<file path="src/rtl/tinytpu_mmu_serial_if.sv">
// ============================================================================
// tinytpu_mmu_serial_if
// Serial load / compute-request / result-stream signal bundle for the MMU core.
// Rev 1.0
// ============================================================================
`default_nettype none

interface tinytpu_mmu_serial_if;
    logic data_in_x;
    logic data_in_y;
    logic load_en;
    logic init;
    logic acc_mode;
    logic data_out_z;
    logic tx_ready;
    logic tx_last;
    logic busy;
    logic loaded;

    modport master (
        output data_in_x, data_in_y, load_en, init, acc_mode,
        input  data_out_z, tx_ready, tx_last, busy, loaded
    );

    modport slave (
        input  data_in_x, data_in_y, load_en, init, acc_mode,
        output data_out_z, tx_ready, tx_last, busy, loaded
    );
endinterface

`default_nettype wire

</file>
<file path="src/rtl/tinytpu_mmu_serial.sv">
// ============================================================================
// tinytpu_mmu_serial
// Bit-serial N x N matrix multiply (Z = X*Y or Z += X*Y) with one MAC per cycle.
// Rev 1.0
// ============================================================================
`default_nettype none

module tinytpu_mmu_serial #(
    parameter int D_W    = 8,
    parameter int N      = 2,
    parameter int ACC_W  = 2*D_W + $clog2(N) + 1,
    parameter int SIGNED = 1
) (
    input  wire logic           clk,
    input  wire logic           rst,
    tinytpu_mmu_serial_if.slave bus
);

    localparam int XV_W = N*N*D_W;
    localparam int ZV_W = N*N*ACC_W;
    localparam int XI_W = (XV_W > 1) ? $clog2(XV_W) : 1;
    localparam int ZI_W = (ZV_W > 1) ? $clog2(ZV_W) : 1;
    localparam int IX_W = (N > 1) ? $clog2(N) : 1;

    localparam logic [IX_W-1:0] IDX_LAST = IX_W'(N-1);
    localparam logic [XI_W-1:0] LD_LAST  = XI_W'(XV_W-1);
    localparam logic [ZI_W-1:0] TX_LAST  = ZI_W'(ZV_W-1);
    localparam logic            SIGN_EXT = (SIGNED != 0);

    typedef enum logic [1:0] {
        S_IDLE    = 2'd0,
        S_COMPUTE = 2'd1,
        S_TX      = 2'd2
    } state_t;

    state_t state_q, state_d;

    logic [XV_W-1:0]  x_q, y_q;
    logic [ZV_W-1:0]  z_q;
    logic [ACC_W-1:0] acc_q;
    logic [IX_W-1:0]  i_q, j_q, k_q;
    logic [XI_W-1:0]  ld_cnt_q;
    logic [ZI_W-1:0]  tx_cnt_q;
    logic             loaded_q, acc_mode_q;
    logic             dout_q, tx_ready_q, tx_last_q;

    logic             w_start, w_load, w_mac_last, w_tx_done;
    logic [XI_W-1:0]  w_xsel, w_ysel;
    logic [ZI_W-1:0]  w_zsel, w_tx_next;
    logic [D_W-1:0]   w_xe, w_ye;
    logic [ACC_W-1:0] w_xx, w_yx, w_prod, w_zold, w_base, w_sum;

    assign w_start    = (state_q == S_IDLE) && bus.init && loaded_q;
    assign w_load     = (state_q == S_IDLE) && bus.load_en && !loaded_q;
    assign w_mac_last = (state_q == S_COMPUTE) && (i_q == IDX_LAST) &&
                        (j_q == IDX_LAST) && (k_q == IDX_LAST);
    assign w_tx_done  = (state_q == S_TX) && (tx_cnt_q == TX_LAST);

    // Storage is row-major, LSB first, so the stream bit index is the vector bit index.
    assign w_xsel    = XI_W'((int'(i_q)*N + int'(k_q)) * D_W);
    assign w_ysel    = XI_W'((int'(k_q)*N + int'(j_q)) * D_W);
    assign w_zsel    = ZI_W'((int'(i_q)*N + int'(j_q)) * ACC_W);
    assign w_tx_next = tx_cnt_q + 1'b1;

    assign w_xe   = x_q[w_xsel +: D_W];
    assign w_ye   = y_q[w_ysel +: D_W];
    assign w_xx   = {{(ACC_W-D_W){w_xe[D_W-1] & SIGN_EXT}}, w_xe};
    assign w_yx   = {{(ACC_W-D_W){w_ye[D_W-1] & SIGN_EXT}}, w_ye};
    assign w_prod = w_xx * w_yx;
    assign w_zold = z_q[w_zsel +: ACC_W];
    assign w_base = (k_q == '0) ? (acc_mode_q ? w_zold : '0) : acc_q;
    assign w_sum  = w_base + w_prod;

    always_ff @(posedge clk or posedge rst) begin
        if (rst) begin
            state_q <= S_IDLE;
        end else begin
            state_q <= state_d;
        end
    end

    always_comb begin
        state_d = state_q;
        unique case (state_q)
            S_IDLE:    if (w_start)    state_d = S_COMPUTE;
            S_COMPUTE: if (w_mac_last) state_d = S_TX;
            S_TX:      if (w_tx_done)  state_d = S_IDLE;
            default:                   state_d = S_IDLE;
        endcase
    end

    always_ff @(posedge clk or posedge rst) begin
        if (rst) begin
            x_q        <= '0;
            y_q        <= '0;
            z_q        <= '0;
            acc_q      <= '0;
            i_q        <= '0;
            j_q        <= '0;
            k_q        <= '0;
            ld_cnt_q   <= '0;
            tx_cnt_q   <= '0;
            loaded_q   <= 1'b0;
            acc_mode_q <= 1'b0;
            dout_q     <= 1'b0;
            tx_ready_q <= 1'b0;
            tx_last_q  <= 1'b0;
        end else begin
            if (w_load) begin
                x_q[ld_cnt_q] <= bus.data_in_x;
                y_q[ld_cnt_q] <= bus.data_in_y;
                if (ld_cnt_q == LD_LAST) begin
                    loaded_q <= 1'b1;
                end else begin
                    ld_cnt_q <= ld_cnt_q + 1'b1;
                end
            end

            if (w_start) begin
                acc_mode_q <= bus.acc_mode;
                i_q        <= '0;
                j_q        <= '0;
                k_q        <= '0;
            end

            if (state_q == S_COMPUTE) begin
                acc_q <= w_sum;
                if (k_q == IDX_LAST) begin
                    z_q[w_zsel +: ACC_W] <= w_sum;
                    k_q <= '0;
                    if (j_q == IDX_LAST) begin
                        j_q <= '0;
                        i_q <= (i_q == IDX_LAST) ? '0 : i_q + 1'b1;
                    end else begin
                        j_q <= j_q + 1'b1;
                    end
                end else begin
                    k_q <= k_q + 1'b1;
                end
                // Bit 0 of Z[0][0] must be on the pin the cycle TX starts; with N=1
                // that element is being written on this very edge.
                if (w_mac_last) begin
                    tx_cnt_q   <= '0;
                    dout_q     <= (w_zsel == '0) ? w_sum[0] : z_q[0];
                    tx_ready_q <= 1'b1;
                    tx_last_q  <= (TX_LAST == '0);
                end
            end

            if (state_q == S_TX) begin
                if (w_tx_done) begin
                    dout_q     <= 1'b0;
                    tx_ready_q <= 1'b0;
                    tx_last_q  <= 1'b0;
                    loaded_q   <= 1'b0;
                    ld_cnt_q   <= '0;
                end else begin
                    tx_cnt_q   <= w_tx_next;
                    dout_q     <= z_q[w_tx_next];
                    tx_last_q  <= (w_tx_next == TX_LAST);
                end
            end
        end
    end

    assign bus.data_out_z = dout_q;
    assign bus.tx_ready   = tx_ready_q;
    assign bus.tx_last    = tx_last_q;
    assign bus.busy       = (state_q != S_IDLE);
    assign bus.loaded     = loaded_q;

endmodule

`default_nettype wire

</file>
<file path="src/flat_wrapper.sv">
// flat-port wrapper written by rule: the top's interface ports become plain ports
module tinytpu_mmu_serial_flat 
#(
    parameter int D_W    = 8,
    parameter int N      = 2,
    parameter int ACC_W  = 2*D_W + $clog2(N) + 1,
    parameter int SIGNED = 1
)
  (clk, rst, bus_data_in_x, bus_data_in_y, bus_load_en, bus_init, bus_acc_mode, bus_data_out_z, bus_tx_ready, bus_tx_last, bus_busy, bus_loaded);
  tinytpu_mmu_serial_if bus_i ();
  input  wire logic clk;
  input  wire logic rst;
  input wire logic [$bits(bus_i.data_in_x)-1:0] bus_data_in_x;
  input wire logic [$bits(bus_i.data_in_y)-1:0] bus_data_in_y;
  input wire logic [$bits(bus_i.load_en)-1:0] bus_load_en;
  input wire logic [$bits(bus_i.init)-1:0] bus_init;
  input wire logic [$bits(bus_i.acc_mode)-1:0] bus_acc_mode;
  output wire logic [$bits(bus_i.data_out_z)-1:0] bus_data_out_z;
  output wire logic [$bits(bus_i.tx_ready)-1:0] bus_tx_ready;
  output wire logic [$bits(bus_i.tx_last)-1:0] bus_tx_last;
  output wire logic [$bits(bus_i.busy)-1:0] bus_busy;
  output wire logic [$bits(bus_i.loaded)-1:0] bus_loaded;
  assign bus_i.data_in_x = bus_data_in_x;
  assign bus_i.data_in_y = bus_data_in_y;
  assign bus_i.load_en = bus_load_en;
  assign bus_i.init = bus_init;
  assign bus_i.acc_mode = bus_acc_mode;
  assign bus_data_out_z = bus_i.data_out_z;
  assign bus_tx_ready = bus_i.tx_ready;
  assign bus_tx_last = bus_i.tx_last;
  assign bus_busy = bus_i.busy;
  assign bus_loaded = bus_i.loaded;
  tinytpu_mmu_serial #(.D_W(D_W), .N(N), .ACC_W(ACC_W), .SIGNED(SIGNED)) u_core (.clk(clk), .rst(rst), .bus(bus_i));
endmodule
</file>
<file path="config.mk">
export PLATFORM = sky130hd
export DESIGN_NAME = tinytpu_mmu_serial_flat
export DESIGN_NICKNAME = d
export VERILOG_FILES = /design/src/rtl/tinytpu_mmu_serial_if.sv /design/src/rtl/tinytpu_mmu_serial.sv /design/src/flat_wrapper.sv
export SDC_FILE = /design/constraint.sdc
export NUM_CORES = 1
export LEC_CHECK = 0
export BUFFER_PORTS_ARGS = -buffer_cell sky130_fd_sc_hd__buf_2
export CORE_UTILIZATION = 55
export DETAILED_ROUTE_END_ITERATION = 10
export GPL_ROUTABILITY_DRIVEN = 0
export PLACE_DENSITY = 0.71
export SYNTH_ARGS = -nofsm -noshare
export SYNTH_HDL_FRONTEND = slang
export SYNTH_SLANG_ARGS = --single-unit
export TNS_END_PERCENT = 5
</file>
<file path="constraint.sdc">
create_clock -name clk -period 10.6 [get_ports clk]
set_input_delay 0.53 -clock clk [delete_from_list [all_inputs] [get_ports clk]]
set_output_delay 0.53 -clock clk [all_outputs]
set_load 0.02 [all_outputs]
</file>
Word level (Yosys, flattened, before mapping)
Cells that the tools add are included.
- memories kept: 0
- memory bits (writable): 0
- logic and storage cells: 112
- register bits after elaboration: 176
- output and inout bits: 5
- bits of input ports: 7
- bits in latches: 0
- ROM bits: 0
- order comparisons: 3
- eq/ne operators: 8
- divide/modulo/power cells: 0
- add/sub/neg operators: 10
- $mul: 2
- reduce and logical (&&, ||, !) cells: 19
- multiplexer cells: 50
- shifts and indexed selects: 5
- bitwise gates (word level): 0
- operators with widths (kind ; number):
    bitwise mux 72 bit ; 1
    variable shift 18 x 9 -> 72 bit (first input constant) ; 1
    indexed part select 18 x 9 -> 72 bit ; 1
    indexed part select 72 x 8 -> 18 bit ; 1
    bitwise mux 32 bit ; 2
    indexed part select 32 x 6 -> 8 bit ; 2
    two-way mux 18 bit ; 2
    multiplier 32 x 5 -> 6 bit (second input constant) ; 1
    two-way mux 1 bit ; 31
    two-way mux 7 bit ; 4
    two-way mux 5 bit ; 4
    adder 18 bit ; 1
    multiplier 8 x 8 -> 16 bit ; 1
    equality test 7 bit (second input constant) ; 2
    logical AND 1 bit ; 9
    negator 7 -> 9 bit ; 1
    less-than comparator 7 x 8 -> 1 bit (second input constant) ; 1
    nonzero test 2 bit ; 4
    adder 7 x 1 -> 7 bit (second input constant) ; 1
    binary-select mux 1 bit (select 7 bit) ; 1
    zero test 7 bit ; 1
    less-than comparator 5 x 6 -> 1 bit (second input constant) ; 1
    two-way mux 2 bit ; 3
    != test 2 x 1 -> 1 bit (second input constant) ; 3
    other kinds (14) ; 18

Longest topological paths before layout
- depth after elaboration: 10
- gate-level depth with buffers: 33

Least setup slack after synthesis
No wires, ideal clock.
- path kind: reg-to-reg
- from: register u_core.j_q
- to: register u_core.z_q[49]
- setup slack: 2872 ps
- path buffers: 3
- arrival: 7645 ps
- cell stages (with the launch flop): 29
- library setup time: 83 ps
- clock period less this slack: 7728 ps
- cell sequence: dfrtp_1 buf_1 clkbuf_1 mux4_2 nand2_1 inv_1 fa_1 inv_1 fa_1 inv_1 fa_1 inv_1 fa_1 inv_1 ha_1 and4_1 a221o_1 nor2_1 xnor2_1 ha_1 clkbuf_1 inv_1 o21ai_0 a221oi_1 o21ai_0 xnor2_1 mux4_2 or2_1 o21ai_0
- longest elaborated chain between the ends: 8
- RTL lines (what ; RTL line ; text):
    start, declared ; tinytpu_mmu_serial.sv:41 ; logic [IX_W-1:0] i_q, j_q, k_q;
    start signal, assigned ; tinytpu_mmu_serial.sv:135 ; j_q <= j_q + 1'b1;
    adder 2 x 1 -> 3 bit ; tinytpu_mmu_serial.sv:62 ; assign w_zsel = ZI_W'((int'(i_q)*N + int'(j_q)) * ACC_W);
    multiplier 32 x 5 -> 6 bit ; tinytpu_mmu_serial.sv:62 ;
    indexed part select 72 x 8 -> 18 bit ; tinytpu_mmu_serial.sv:70 ; assign w_zold = z_q[w_zsel +: ACC_W];
    two-way mux 18 bit (2 in a row) ; tinytpu_mmu_serial.sv:71 ; assign w_base = (k_q == '0) ? (acc_mode_q ? w_zold : '0) : acc_q;
    adder 18 bit ; tinytpu_mmu_serial.sv:72 ; assign w_sum = w_base + w_prod;
    indexed part select 18 x 9 -> 72 bit ; tinytpu_mmu_serial.sv:129 ; z_q[w_zsel +: ACC_W] <= w_sum;
    bitwise mux 72 bit * ; tinytpu_mmu_serial.sv:129 ;
    end signal, assigned by index ; tinytpu_mmu_serial.sv:129 ;
    end, declared ; tinytpu_mmu_serial.sv:39 ; logic [ZV_W-1:0] z_q;
Every way passes the cells marked *; elsewhere a longest branch is shown, timed or not.
A chain may end at the register's enable or synchronous reset.

Worst setup path after layout
- from: register u_core.k_q
- to: register u_core.z_q[16]
- longest elaborated chain between the ends: 6
- RTL lines (what ; RTL line ; text):
    start, declared ; tinytpu_mmu_serial.sv:41 ;
    start signal, assigned ; tinytpu_mmu_serial.sv:138 ; k_q <= k_q + 1'b1;
    adder 2 x 1 -> 2 bit (on tied branches) ; tinytpu_mmu_serial.sv:60, tinytpu_mmu_serial.sv:61 ;
    indexed part select 32 x 6 -> 8 bit (on tied branches) ; tinytpu_mmu_serial.sv:65, tinytpu_mmu_serial.sv:66 ;
    multiplier 8 x 8 -> 16 bit ; tinytpu_mmu_serial.sv:69 ; assign w_prod = w_xx * w_yx;
    adder 18 bit ; tinytpu_mmu_serial.sv:72 ;
    indexed part select 18 x 9 -> 72 bit ; tinytpu_mmu_serial.sv:129 ;
    bitwise mux 72 bit ; tinytpu_mmu_serial.sv:129 ;
Parallel ways exist; a longest one is shown, timed or not.

==> impl_metrics.toml <==
[status]
status = "finished, violations left"
violations = "design-rule violations"

[clock_tree]
cts.sinks = 176
cts_setup_buffers = 0
clkLatencyLatePin_ns = 0.44
cts_tree = "done"
h-tree-depth = 4
numCtsBuffers = 17
root_buffer = "clkbuf_16"
clkTransAtPathRegs_ns = 0.07
cts_hold_buf = 0
clockBufferDepth = 2
postCtsResizedCells = 0

[grt]
top_usage_layer = "met2"
grt-ovfl-total = 0
grt_usage_pct = 28.6
use_met1_pct = 40.9
antenna_found_initial = 0
grtUsageMet2_pct = 43.0
grt_pass1_wl_um = 53400
grt_max_degree = 102
grt_pass1_vias = 9867
grt_util_met3_pct = 7.31

[yosys]
async_reset_ff_share_pct = 100
yosysTopAreaCell = "dfrtp_1"
seq_area_frac_synth_pct = 33.6
synth_nets = 1372
syn_avg_cell_area_um2 = 10.5
syn_area_um2 = 13100
yosysTopAreaCellShare_pct = 33.6
synth.area.top_cells = "dfrtp_1, mux4_2, fa_1"
syn_inst = 1247
ys_warn_count = 0
synth_edf_count = 0
synth_cell_types = 69
synth_ff_type = "dfrtp_1"
synth-seq-cells = 176

[sta]
relSlewSlack_pct = 32.3
rsz0062_at_grt = "no"
setup_tns_ns = 0
setup_viol = 0
worst_slew_pin_slew_ns = 1.01
fin_crit_sh_pct = 79.8
drv_slew = 0
min_period_ns = 8.46
fmax_mhz = 118
finalHoldViolations = 0
skew_ns = 0.0127

[placement]
place_hpwl_um = 24600
place_area_um2 = 13400
io_buffer_count = 11

[worst_setup_path]
r2r_slack_ns = 2.14
critPathKind = "reg2reg"
startpoint = "u_core.k_q"
cp-end-kind = "register"
worstReg2RegStart = "u_core.k_q"
path_max_fanout = 36
critPathLaunchType = "register"
max_stage_delay_ns = 0.64
cp.required_ns = 10.91
worst_ep_arrival_time_ns = 8.77
cp_slowest_cell = "mux4_2"

[finish]
final_cell_mix = "dfrtp_1, inv_1, nand2_1"
num_antenna_cells = 0
layout_commonest_cell = "dfrtp_1"
layout.nets = 1346
regArea_um2 = 4410
area_growth_pct = 6.61
fill_cells = 1929
multi_input_area_um2 = 8010
drive_gt1_share_pct = 17.1
final_area_um2 = 14000

[drt]
drt-pass1-iter-count = 11
detail_route.wl_per_cell_um = 21.4
drc = 1
routed_wl_um = 33200
viasPerCell = 6.39
drtAntennaViolNets = 0
vias = 9918
drtIter0Drc = 980

[die]
initial_core_util_pct = 56.0
die_y_um = 156
die_area_um2 = 24400
core_area_um2 = 23400
die_w_um = 156
row_count = 56
ioPinCount = 12

[worst_hold_path]
min_path_type = "in2async"

[run]
cap_violations = 0
-- flip-flops by register name, indices dropped and copies added, names as in the netlist --
signal / cells
u_core.tx_cnt_q: 7
u_core.z_q: 72
u_core.bus.tx_last: 1
u_core.bus.tx_ready: 1
u_core.bus.data_out_z: 1
u_core.bus.loaded: 1
u_core.k_q: 1
u_core.acc_mode_q: 1
u_core.acc_q: 18
u_core.j_q: 1
u_core.ld_cnt_q: 5
u_core.i_q: 1
u_core.x_q: 32
u_core.state_q: 2
u_core.y_q: 32
-- cell families after synthesis --
| group | count (synthesis) | share of synthesized area, % |
|---|---|---|
| compound gates | 246 | 13.6 |
| xor+xnor | 41 | 2.86 |
| fa+ha+maj | 118 | 14.5 |
| buf+inv | 186 | 5.37 |
| flops | 176 | 33.6 |
| mux | 164 | 18.5 |
| simple gates | 316 | 11.6 |
-- path summary, 6_finish.rpt --
kind                       cells after the start                  to
setup / recovery                              29      u_core.z_q[16]
hold / removal                                 2  u_core.ld_cnt_q[4]
setup reg to reg                              29      u_core.z_q[16]
hold reg to reg                                1      u_core.y_q[15]
max in group asynchronous                      3          u_core.j_q
min in group clk                               2   u_core.acc_mode_q
-- through the flow --
stage,util (%),instances,setup WS (ns),hold WS (ns)
final,59.7,1553,2.14,0.258
after detailed placement,57.3,1521,2.26,0.487
after global routing,59.7,1553,1.62,0.363
after floorplan,-,1247,2.87,0.455
after global placement,57.3,1521,2.46,0.484
after CTS,59.7,1553,2.24,0.308
-- critical path: cells and delay by family, from the launching register on --
family          cells  cell delay (ns)
compound gates     11             2.34
xor+xnor            1             0.16
fa+ha+maj           6             2.78
buf+inv             5             0.79
flops               1             0.53
mux                 3             1.24
simple gates        3             0.49
-- per-layer routing --
metal / vias to the layer above / routed length [µm]
li1: 4392 / -
met1: 5022 / 14400
met2: 432 / 15000
met3: 72 / 3000
met4: 0 / 836
met5: - / 0
-- Yosys cell counts, drive strengths merged (12+ instances only) --
cell / n
and2: 58
nor3: 16
mux4: 54
ha: 62
clkbuf: 58
mux2i: 22
nor2: 77
a21oi: 43
nand2: 91
nand3: 26
fa: 56
a22o: 50
xnor2: 29
dfrtp: 176
inv: 117
nor2b: 12
o21ai: 42
mux2: 88
-- cell type report --
cell class	instances	area share, %
Clock buffer	18	3.15
Clock inverter	14	0.869
Timing Repair Buffer	23	1.04
Inverter	118	3.21
Tap cell	319	2.86
Multi-Input combinational cell	885	57.3
Sequential cell	176	31.6
Power is not shown: default switching activity piles up to over one toggle a cycle in this logic, so the estimate is an artifact.
